File: config.mk
export PLATFORM = sky130hd
export DESIGN_NAME = pr_bus_arbiter_flat
export DESIGN_NICKNAME = d
export VERILOG_FILES = /design/src/rtl/pr_bus_arbiter_if.sv /design/src/rtl/pr_bus_arbiter.sv /design/src/flat_wrapper.sv
export SDC_FILE = /design/constraint.sdc
export NUM_CORES = 1
export LEC_CHECK = 0
export ABC_AREA = 1
export CAP_MARGIN = 15
export CORE_AREA = 2 2 115 117
export CTS_CLUSTER_SIZE = 12
export DETAILED_ROUTE_END_ITERATION = 10
export DIE_AREA = 0 0 117 119
export DONT_BUFFER_PORTS = 1
export GPL_ROUTABILITY_DRIVEN = 1
export HOLD_SLACK_MARGIN = 0.08
export PLACE_DENSITY_LB_ADDON = 0.25
export SLEW_MARGIN = 10
export SYNTH_ARGS = -nofsm -noshare
export SYNTH_HDL_FRONTEND = slang
export SYNTH_SLANG_ARGS = --single-unit
File: constraint.sdc
create_clock -name clk -period 2.8 [get_ports clk]
set_input_delay 0.84 -clock clk [delete_from_list [all_inputs] [get_ports clk]]
set_output_delay 0.84 -clock clk [all_outputs]
set_load 0.02 [all_outputs]
File: src/rtl/pr_bus_arbiter_if.sv
// rtl/pr_bus_arbiter_if.sv - CPU, DMA and bridge-side signal bundle for pr_bus_arbiter
interface pr_bus_arbiter_if;
    logic [29:0] cpu_addr;
    logic        cpu_we;
    logic        cpu_re;
    logic [31:0] cpu_wd;
    logic [31:0] cpu_rd;
    logic        cpu_stall;

    logic        dma_req;
    logic        dma_we;
    logic [29:0] dma_addr;
    logic [31:0] dma_wd;
    logic        dma_ack;
    logic [31:0] dma_rd;
    logic        dma_err;

    logic [29:0] bus_addr;
    logic        bus_we;
    logic [31:0] bus_wd;
    logic [31:0] bus_rd;
    logic        owner;

    // The arbiter itself.
    modport slave (
        input  cpu_addr, cpu_we, cpu_re, cpu_wd,
        output cpu_rd, cpu_stall,
        input  dma_req, dma_we, dma_addr, dma_wd,
        output dma_ack, dma_rd, dma_err,
        output bus_addr, bus_we, bus_wd,
        input  bus_rd,
        output owner
    );

    // The surrounding CPU, DMA engine and bridge.
    modport master (
        output cpu_addr, cpu_we, cpu_re, cpu_wd,
        input  cpu_rd, cpu_stall,
        output dma_req, dma_we, dma_addr, dma_wd,
        input  dma_ack, dma_rd, dma_err,
        input  bus_addr, bus_we, bus_wd,
        output bus_rd,
        input  owner
    );
endinterface

File: src/rtl/pr_bus_arbiter.sv
// rtl/pr_bus_arbiter.sv - CPU-priority peripheral bus arbiter with DMA cycle stealing and starvation-forced slots; ARB_DMA_ERR_EN enables the DMA address window check
module pr_bus_arbiter #(
    parameter int unsigned STARVE_MAX = 16,
    parameter logic [31:0] DMA_LO     = 32'h0000_7F00,
    parameter logic [31:0] DMA_HI     = 32'h0000_7F2C
) (
    input  logic clk,
    input  logic reset,
    pr_bus_arbiter_if.slave arb
);

`ifdef ARB_DMA_ERR_EN
    localparam bit ERR_EN = 1'b1;
`else
    localparam bit ERR_EN = 1'b0;
`endif

    typedef enum logic [1:0] {
        ST_IDLE  = 2'd0,
        ST_FORCE = 2'd1,
        ST_ACK   = 2'd2
    } state_t;

    state_t      state_q, state_d;
    logic [7:0]  count_q, count_d;
    logic [31:0] dma_rd_q, dma_rd_d;
    logic        dma_err_q, dma_err_d;

    logic        cpu_acc;
    logic        grant;
    logic        stall;
    logic [31:0] dma_byte_addr;
    logic        dma_addr_bad;

    assign cpu_acc       = arb.cpu_re | arb.cpu_we;
    assign dma_byte_addr = {arb.dma_addr, 2'b00};
    // Constant-folds to 0 when the window check is compiled out.
    assign dma_addr_bad  = ERR_EN && ((dma_byte_addr < DMA_LO) || (dma_byte_addr > DMA_HI));

    always_comb begin
        state_d   = state_q;
        count_d   = count_q;
        dma_rd_d  = dma_rd_q;
        dma_err_d = dma_err_q;
        grant     = 1'b0;
        stall     = 1'b0;

        case (state_q)
            ST_IDLE: begin
                if (!arb.dma_req) begin
                    count_d = 8'd0;
                end else if (!cpu_acc) begin
                    grant   = 1'b1;
                    count_d = 8'd0;
                    state_d = ST_ACK;
                end else begin
                    count_d = count_q + 8'd1;
                    if (count_d == 8'(STARVE_MAX)) begin
                        state_d = ST_FORCE;
                    end
                end
            end
            ST_FORCE: begin
                count_d = 8'd0;
                // A request withdrawn before its slot is ignored; no stall is
                // requested for a transfer that will not happen.
                if (arb.dma_req) begin
                    grant   = 1'b1;
                    stall   = 1'b1;
                    state_d = ST_ACK;
                end else begin
                    state_d = ST_IDLE;
                end
            end
            ST_ACK: begin
                count_d = 8'd0;
                state_d = ST_IDLE;
            end
            default: begin
                count_d = 8'd0;
                state_d = ST_IDLE;
            end
        endcase

        if (grant) begin
            if (dma_addr_bad) begin
                dma_rd_d  = 32'd0;
                dma_err_d = 1'b1;
            end else begin
                dma_err_d = 1'b0;
                if (!arb.dma_we) begin
                    dma_rd_d = arb.bus_rd;
                end
            end
        end
    end

    always_ff @(posedge clk or posedge reset) begin
        if (reset) begin
            state_q   <= ST_IDLE;
            count_q   <= 8'd0;
            dma_rd_q  <= 32'd0;
            dma_err_q <= 1'b0;
        end else begin
            state_q   <= state_d;
            count_q   <= count_d;
            dma_rd_q  <= dma_rd_d;
            dma_err_q <= dma_err_d;
        end
    end

    // An out-of-window DMA address never reaches the bridge: address zeroed
    // and the write strobe dropped.
    assign arb.bus_addr  = grant ? (dma_addr_bad ? 30'd0 : arb.dma_addr) : arb.cpu_addr;
    assign arb.bus_we    = grant ? (arb.dma_we & ~dma_addr_bad) : arb.cpu_we;
    assign arb.bus_wd    = grant ? arb.dma_wd : arb.cpu_wd;
    assign arb.owner     = grant;
    assign arb.cpu_rd    = arb.bus_rd;
    assign arb.cpu_stall = stall;
    assign arb.dma_ack   = (state_q == ST_ACK);
    assign arb.dma_rd    = dma_rd_q;
    assign arb.dma_err   = (state_q == ST_ACK) & dma_err_q;

endmodule

File: src/flat_wrapper.sv
// flat-port wrapper written by rule: the top's interface ports become plain ports
module pr_bus_arbiter_flat 
#(
    parameter int unsigned STARVE_MAX = 16,
    parameter logic [31:0] DMA_LO     = 32'h0000_7F00,
    parameter logic [31:0] DMA_HI     = 32'h0000_7F2C
)
  (clk, reset, arb_cpu_addr, arb_cpu_we, arb_cpu_re, arb_cpu_wd, arb_cpu_rd, arb_cpu_stall, arb_dma_req, arb_dma_we, arb_dma_addr, arb_dma_wd, arb_dma_ack, arb_dma_rd, arb_dma_err, arb_bus_addr, arb_bus_we, arb_bus_wd, arb_bus_rd, arb_owner);
  pr_bus_arbiter_if arb_i ();
  input  logic clk;
  input  logic reset;
  input wire logic [$bits(arb_i.cpu_addr)-1:0] arb_cpu_addr;
  input wire logic [$bits(arb_i.cpu_we)-1:0] arb_cpu_we;
  input wire logic [$bits(arb_i.cpu_re)-1:0] arb_cpu_re;
  input wire logic [$bits(arb_i.cpu_wd)-1:0] arb_cpu_wd;
  output wire logic [$bits(arb_i.cpu_rd)-1:0] arb_cpu_rd;
  output wire logic [$bits(arb_i.cpu_stall)-1:0] arb_cpu_stall;
  input wire logic [$bits(arb_i.dma_req)-1:0] arb_dma_req;
  input wire logic [$bits(arb_i.dma_we)-1:0] arb_dma_we;
  input wire logic [$bits(arb_i.dma_addr)-1:0] arb_dma_addr;
  input wire logic [$bits(arb_i.dma_wd)-1:0] arb_dma_wd;
  output wire logic [$bits(arb_i.dma_ack)-1:0] arb_dma_ack;
  output wire logic [$bits(arb_i.dma_rd)-1:0] arb_dma_rd;
  output wire logic [$bits(arb_i.dma_err)-1:0] arb_dma_err;
  output wire logic [$bits(arb_i.bus_addr)-1:0] arb_bus_addr;
  output wire logic [$bits(arb_i.bus_we)-1:0] arb_bus_we;
  output wire logic [$bits(arb_i.bus_wd)-1:0] arb_bus_wd;
  input wire logic [$bits(arb_i.bus_rd)-1:0] arb_bus_rd;
  output wire logic [$bits(arb_i.owner)-1:0] arb_owner;
  assign arb_i.cpu_addr = arb_cpu_addr;
  assign arb_i.cpu_we = arb_cpu_we;
  assign arb_i.cpu_re = arb_cpu_re;
  assign arb_i.cpu_wd = arb_cpu_wd;
  assign arb_cpu_rd = arb_i.cpu_rd;
  assign arb_cpu_stall = arb_i.cpu_stall;
  assign arb_i.dma_req = arb_dma_req;
  assign arb_i.dma_we = arb_dma_we;
  assign arb_i.dma_addr = arb_dma_addr;
  assign arb_i.dma_wd = arb_dma_wd;
  assign arb_dma_ack = arb_i.dma_ack;
  assign arb_dma_rd = arb_i.dma_rd;
  assign arb_dma_err = arb_i.dma_err;
  assign arb_bus_addr = arb_i.bus_addr;
  assign arb_bus_we = arb_i.bus_we;
  assign arb_bus_wd = arb_i.bus_wd;
  assign arb_i.bus_rd = arb_bus_rd;
  assign arb_owner = arb_i.owner;
  pr_bus_arbiter #(.STARVE_MAX(STARVE_MAX), .DMA_LO(DMA_LO), .DMA_HI(DMA_HI)) u_core (.clk(clk), .reset(reset), .arb(arb_i));
endmodule
==> results_dict.tcl, run 1 <==
set metrics [dict create \
    drtPass1Iterations 5 \
    area_delta_synth_final_pct 4.966 \
    power_density_mw_per_mm2 611.5 \
    io_pins 293 \
    post-cts-setup-buffer-count 0 \
    p_sw_share_pct 37.39 \
    netlist_top_cells_area "nand2_1 40%, dfrtp_1 38%, buf_4 8.9%" \
    tightestPinTransition_ns 0.5393 \
    crit-reg2reg-capture "u_core.arb.dma_rd[14]" \
    final.period_utilization_pct 97.73 \
    initial_core_util_pct 21.53 \
    synthXorXnorAreaFrac_pct 0.3160 \
    critPathCaptureType "output pin" \
    grt_antenna_before_repair 1 \
    path_cells "inv_1, nor2_2, inv_2, nor2_4, buf_12, nand2_1, nand2_1" \
    cts_num_sinks 42 \
    power_leakage_nw 1.604 \
    io_buffers 0 \
    placement.setup.worst_slack_ns 0.04244 \
    dominantRegCellSynth "dfrtp_1" \
    setup_ws_ns 0.06369 \
    synth-edff-count 0 \
    rr_startpoint "u_core.state_q[1]" \
    dp.cells 575 \
    proportion_of_power_drawn_by_the_clock_network_pct 31.7 \
    worst_hold_slack_ns 0.4844 \
    synth-async-reset-ratio_pct 100.0 \
    finalMaxSlewViolations 0 \
    root_buffer "clkbuf_16" \
    yosysWarnings 0 \
    timing.hold.worst_path_depth 1 \
    layout_min_cycle_time_ns 2.736 \
    final_area_mm2 0.002909 \
    grt_overflow_total 0 \
    die_height_um 119 \
    cp.arrival_ns 1.90 \
    critical_path_class "in2out" \
    intPower_mw 1.114 \
    finalSetupTns_ns 0 \
    final_setup_violations 0 \
    maxClockFrequency_mhz 365.5 \
    first_global_vias 2236 \
    p_sw_mw 0.6653 \
    synthesis.instances 445 \
    tritoncts "done" \
    slowest_delay_ns 0.22 \
    synthMuxAreaShare_pct 0 \
    drt-initial-drc-count 187 \
    worst_clock_skew_ns 0.01357 \
    grt_setup_unrepaired "false" \
    cap_violations 0 \
    yosys-top-cells-count "294 x nand2_1, 42 x dfrtp_1, 33 x buf_4" \
    final_weighted_congestion_in_routability_driven_placement 0.7804 \
    finalHoldViolations 0 \
    holdCritPathClass "reg2reg" \
    cp.required_ns 1.96 \
    syn-cell-area_mm2 0.002771 \
    power.share.sequential_pct 50.5 \
    grt_first_pass_wirelength_um 12170 \
    cts_buffers 5 \
    grt.total_usage_pct 11.36 \
    compound_cell_area_share_of_the_yosys_netlist_pct 1.625 \
    largest_net_degree_at_the_start_of_global_routing 65 \
    cp-startpoint "arb_dma_req" \
    h-tree-depth 2 \
    synth_simple_gate_area_share_pct 45.24 \
    num-nets-final 570 \
    die_area_mm2 0.01392 \
    antenna_cells 0 \
    wire_per_inst_um 15.19 \
    drt-total-wl_um 8869 \
    post_drt_via_cell_ratio 4.408 \
    synthDistinctLibCells 20 \
    dpl_cell_area_mm2 0.002730 \
    ff2ff_setup_slack_ns 0.62 \
    synth_top_cell_by_area "nand2_1" \
    cts-root-to-sink-buffers 2 \
    holdCritStartpoint "u_core.count_q[0]" \
    post_synth.cell_area_avg_um2 6.228 \
    totalPowerFinal_mw 1.779 \
    pwr-share-comb_pct 17.9 \
    cell_with_the_most_instances_after_synthesis "nand2_1" \
    place_hpwl_um 6979 \
    reg2regPathDepth 10 \
    hold-path-endpoint "u_core.count_q[0]" \
    critical_path.max_fanout 32 \
    slowest_stage "nor2_4" \
    path_clk_slew_ns 0.06 \
    yosys_register_bits 42 \
    ir_worst_vdd_v 0.0002568 \
    die-width_um 117 \
    synthesis.nets 608 \
    proportion_of_layout_cells_with_a_drive_suffix_above_1_pct 6.127 \
    critPathMostFrequentCell "nand2_1" \
    core_box_area_mm2 0.01287 \
    synth_seq_area_share_pct 37.92 \
    fp-row-count 42 \
    main_combinational_cell_family_by_area_after_synthesis "simple AND/OR/NAND/NOR gates" \
    clock_insertion_delay_worst_skew_ns 0.29 \
    synth_top_area_share_pct 39.82 \
    antenna_viol_nets_final 0 \
    final_cells 584 \
    crit_path_start_kind "primary input" \
    fin_util_pct 22.59 \
    slew_headroom_pct 64.05 \
    route.vias.total 2574 \
    post-route-drc-count 0 \
    run_status "completed" \
    synth-adder-area-share_pct 0.4515 \
]
cells by family (layout without fill, tap and decap cells):
group | Yosys count | count (layout)
simple gates | 324 | 324
buf+inv | 68 | 31
flops | 42 | 42
compound gates | 8 | 8
fa+ha+maj | 1 | 1
other cells | 1 | 1
xor+xnor | 1 | 1
how the worst max path moves through the flow:
stage	end	cells after the start
3_3_place_gp	arb_bus_wd[22]	7
5_1_grt	arb_bus_wd[21]	7
4_1_cts	arb_bus_wd[22]	7
2_1_floorplan	arb_bus_addr[20]	8
3_5_place_dp	arb_bus_wd[22]	7
6_report	arb_bus_wd[21]	7
critical path: cells and delay by family:
| kind | cells | cell delay [ns] |
|---|---|---|
| buffers and inverters | 3 | 0.33 |
| and+or+nand+nor | 4 | 0.70 |
registers in the layout (all words and copies together) (netlist names):
signal,cells
u_core.arb.dma_rd,32
u_core.state_q,2
u_core.count_q,8
cells in the final DEF, fill, tap and decap left out, types with 3 or more instances in the layout:
| cell type | synthesis | layout |
|---|---|---|
| nand2_1 | 294 | 291 |
| dfrtp_1 | 42 | 42 |
| nor2_1 | 17 | 17 |
| inv_1 | 13 | 12 |
| nand3_1 | 6 | 6 |
| clkbuf_16 | 0 | 6 |
| a21oi_1 | 5 | 5 |
| buf_4 | 33 | 4 |
| inv_2 | 3 | 3 |
| nand2_2 | 0 | 3 |
power groups by stage:
| stage | clock network (mW) | registers [mW] | logic [mW] |
|---|---|---|---|
| after floorplan | 0 | 0.882 | 0.338 |
| after global placement | 0 | 0.910 | 0.311 |
| after detailed placement | 0 | 0.910 | 0.316 |
| after CTS | 0.588 | 0.901 | 0.315 |
| after global routing | 0.624 | 0.909 | 0.359 |
| final | 0.563 | 0.898 | 0.318 |
layout make-up:
type	count	area [µm²]
Tap cell	176	220.2
Sequential cell	42	1051
Clock inverter	3	21.27
Multi-Input combinational cell	335	1336
Inverter	16	60.06
Clock buffer	5	125.1
Timing Repair Buffer	7	95.09
Fill cell	1471	9966
timing repair:
action                     4_1_cts  5_1_grt
setup endpoints to repair        0        4
hold endpoints to repair         0        0
gates resized for setup          0        3
hold buffers                     0        0
metal layers:
metal  global-route usage, %  vias to the layer above  part of all wire (%)
met3                   6.158                       14                    16
met4                   2.647                        2                  0.81
li1                        -                     1218                     -
met5                       0                        -                  0.11
met1                   15.76                     1181                    41
met2                   15.39                      159                    42
Power figures use the tool's default switching activity.
==> run 2, diff against run 1 <==
- CORE_AREA: 2 2 115 117 -> 5 5 112 114
==> results_dict.tcl, run 2 (same netlist as run 1, synthesis figures left out) <==
set metrics [dict create \
    largest_net_degree_at_the_start_of_global_routing 65 \
    finalSetupTns_ns 0 \
    worst_clock_skew_ns 0.005176 \
    proportion_of_layout_cells_with_a_drive_suffix_above_1_pct 5.160 \
    crit_path_start_kind "primary input" \
    grt.total_usage_pct 11.91 \
    cp.required_ns 1.96 \
    first_global_vias 2365 \
    antenna_cells 0 \
    cts_buffers 5 \
    tightestPinTransition_ns 0.8940 \
    finalMaxSlewViolations 0 \
    multi_input_comb_area_mm2 0.001329 \
    slowest_stage "buf_12" \
    die_height_um 119 \
    crit-reg2reg-capture "u_core.arb.dma_rd[16]" \
    final.period_utilization_pct 96.16 \
    p_sw_mw 0.6584 \
    flip_flop_count_of_the_largest_register_after_layout 32 \
    dp.cells 542 \
    post_drt_via_cell_ratio 4.587 \
    proportion_of_power_drawn_by_the_clock_network_pct 34.5 \
    cts_repair_resize_count 0 \
    layout_min_cycle_time_ns 2.692 \
    die_area_mm2 0.01392 \
    p_sw_share_pct 35.46 \
    grt_overflow_total 0 \
    final_setup_violations 0 \
    initial_core_util_pct 24.48 \
    hold-path-endpoint "u_core.count_q[0]" \
    clock_insertion_delay_worst_skew_ns 0.28 \
    layout.cells.most_common_list "294 x nand2_1, 42 x dfrtp_1, 17 x nor2_1" \
    fp-row-count 39 \
    totalPowerFinal_mw 1.857 \
    filler_cell_count 1297 \
    slew_headroom_pct 40.03 \
    crit_buf_inv 3 \
    path_cells "inv_1, nor2_2, inv_2, nor2_4, buf_12, nand2_1, nand2_1" \
    grt_setup_unrepaired "false" \
    route.vias.total 2523 \
    drt-initial-drc-count 223 \
    tritoncts "done" \
    io_buffers 0 \
    num-nets-final 569 \
    critical_path.max_fanout 64 \
    holdCritStartpoint "u_core.count_q[0]" \
    root_buffer "clkbuf_16" \
    pwr-share-comb_pct 17.1 \
    h-tree-depth 2 \
    antenna_viol_nets_final 0 \
    power_density_mw_per_mm2 650.6 \
    intPower_mw 1.198 \
    drt-total-wl_um 9182 \
    grt_antenna_before_repair 0 \
    maxClockFrequency_mhz 371.4 \
    area_delta_synth_final_pct 2.980 \
    placement.setup.worst_slack_ns 0.1119 \
    run_status "completed" \
    io_pins 293 \
    power_leakage_nw 1.607 \
    worst_hold_slack_ns 0.4920 \
    ff2ff_setup_slack_ns 0.67 \
    critPathCaptureType "output pin" \
    grt_first_pass_wirelength_um 13340 \
    critical_path_class "in2out" \
    post-route-drc-count 0 \
    finalHoldViolations 0 \
    post-cts-setup-buffer-count 0 \
    cts_num_sinks 42 \
    path_clk_slew_ns 0.06 \
    timing.hold.worst_path_depth 1 \
    wire_per_inst_um 16.69 \
    critPathMostFrequentCell "nand2_1" \
    final_cells 550 \
    leading_cell_type_in_the_layout_fill_and_taps_excluded "nand2_1" \
    final_weighted_congestion_in_routability_driven_placement 0.8388 \
    setup_ws_ns 0.1075 \
    drtPass1Iterations 5 \
    slowest_delay_ns 0.26 \
    number_of_buffers_inserted_for_hold_repair_after_clock_tree_synthesis 0 \
    core_box_area_mm2 0.01132 \
    critical_path.top_delay_family "simple AND/OR/NAND/NOR gates" \
    ir_worst_vdd_v 0.0002714 \
    cts-root-to-sink-buffers 2 \
    power.share.sequential_pct 48.4 \
    cap_violations 0 \
    holdCritPathClass "reg2reg" \
    cp.arrival_ns 1.85 \
    rr_startpoint "u_core.state_q[1]" \
    place_hpwl_um 7607 \
    reg2regPathDepth 10 \
    area_used_by_sequential_logic_in_the_layout_mm2 0.001051 \
    die-width_um 117 \
]
run 2: how the worst max path moves through the flow:
stage,cells after the start,endpoint,start
final,7,arb_bus_addr[25],arb_dma_req
after floorplan,8,arb_bus_addr[20],arb_dma_req
after global placement,7,arb_bus_addr[25],arb_dma_req
after global routing,8,arb_bus_we,arb_dma_req
after detailed placement,8,arb_bus_we,arb_dma_req
after CTS,8,arb_bus_we,arb_dma_req
run 2: layout make-up:
type / instances / area share [%]
Clock inverter: 3 / 1.403
Tap cell: 143 / 6.269
Timing Repair Buffer: 6 / 2.455
Clock buffer: 5 / 4.384
Sequential cell: 42 / 36.83
Multi-Input combinational cell: 335 / 46.56
Inverter: 16 / 2.104
run 2: power by group through the flow:
stage / logic [mW] / clock network [mW] / registers [mW]
floorplan: 0.338 / 0 / 0.882
global placement: 0.317 / 0 / 0.912
detailed placement: 0.325 / 0 / 0.912
CTS: 0.323 / 0.663 / 0.904
global route: 0.359 / 0.684 / 0.911
finish: 0.317 / 0.641 / 0.899
run 2: layer usage:
layer | part of all wire, % | wire, µm | track usage [%]
met5 | 0 | 0 | 0
met2 | 48 | 4453 | 18.85
met4 | 0.46 | 42 | 2.222
met3 | 13 | 1176 | 5.274
met1 | 38 | 3510 | 15.13
run 2: metrics by stage:
step | utilization [%] | area [µm²]
floorplan | - | 2771
global placement | 23.75 | 2689
detailed placement | 23.75 | 2689
CTS | 25.21 | 2854
global route | 25.21 | 2854
finish | 25.21 | 2854
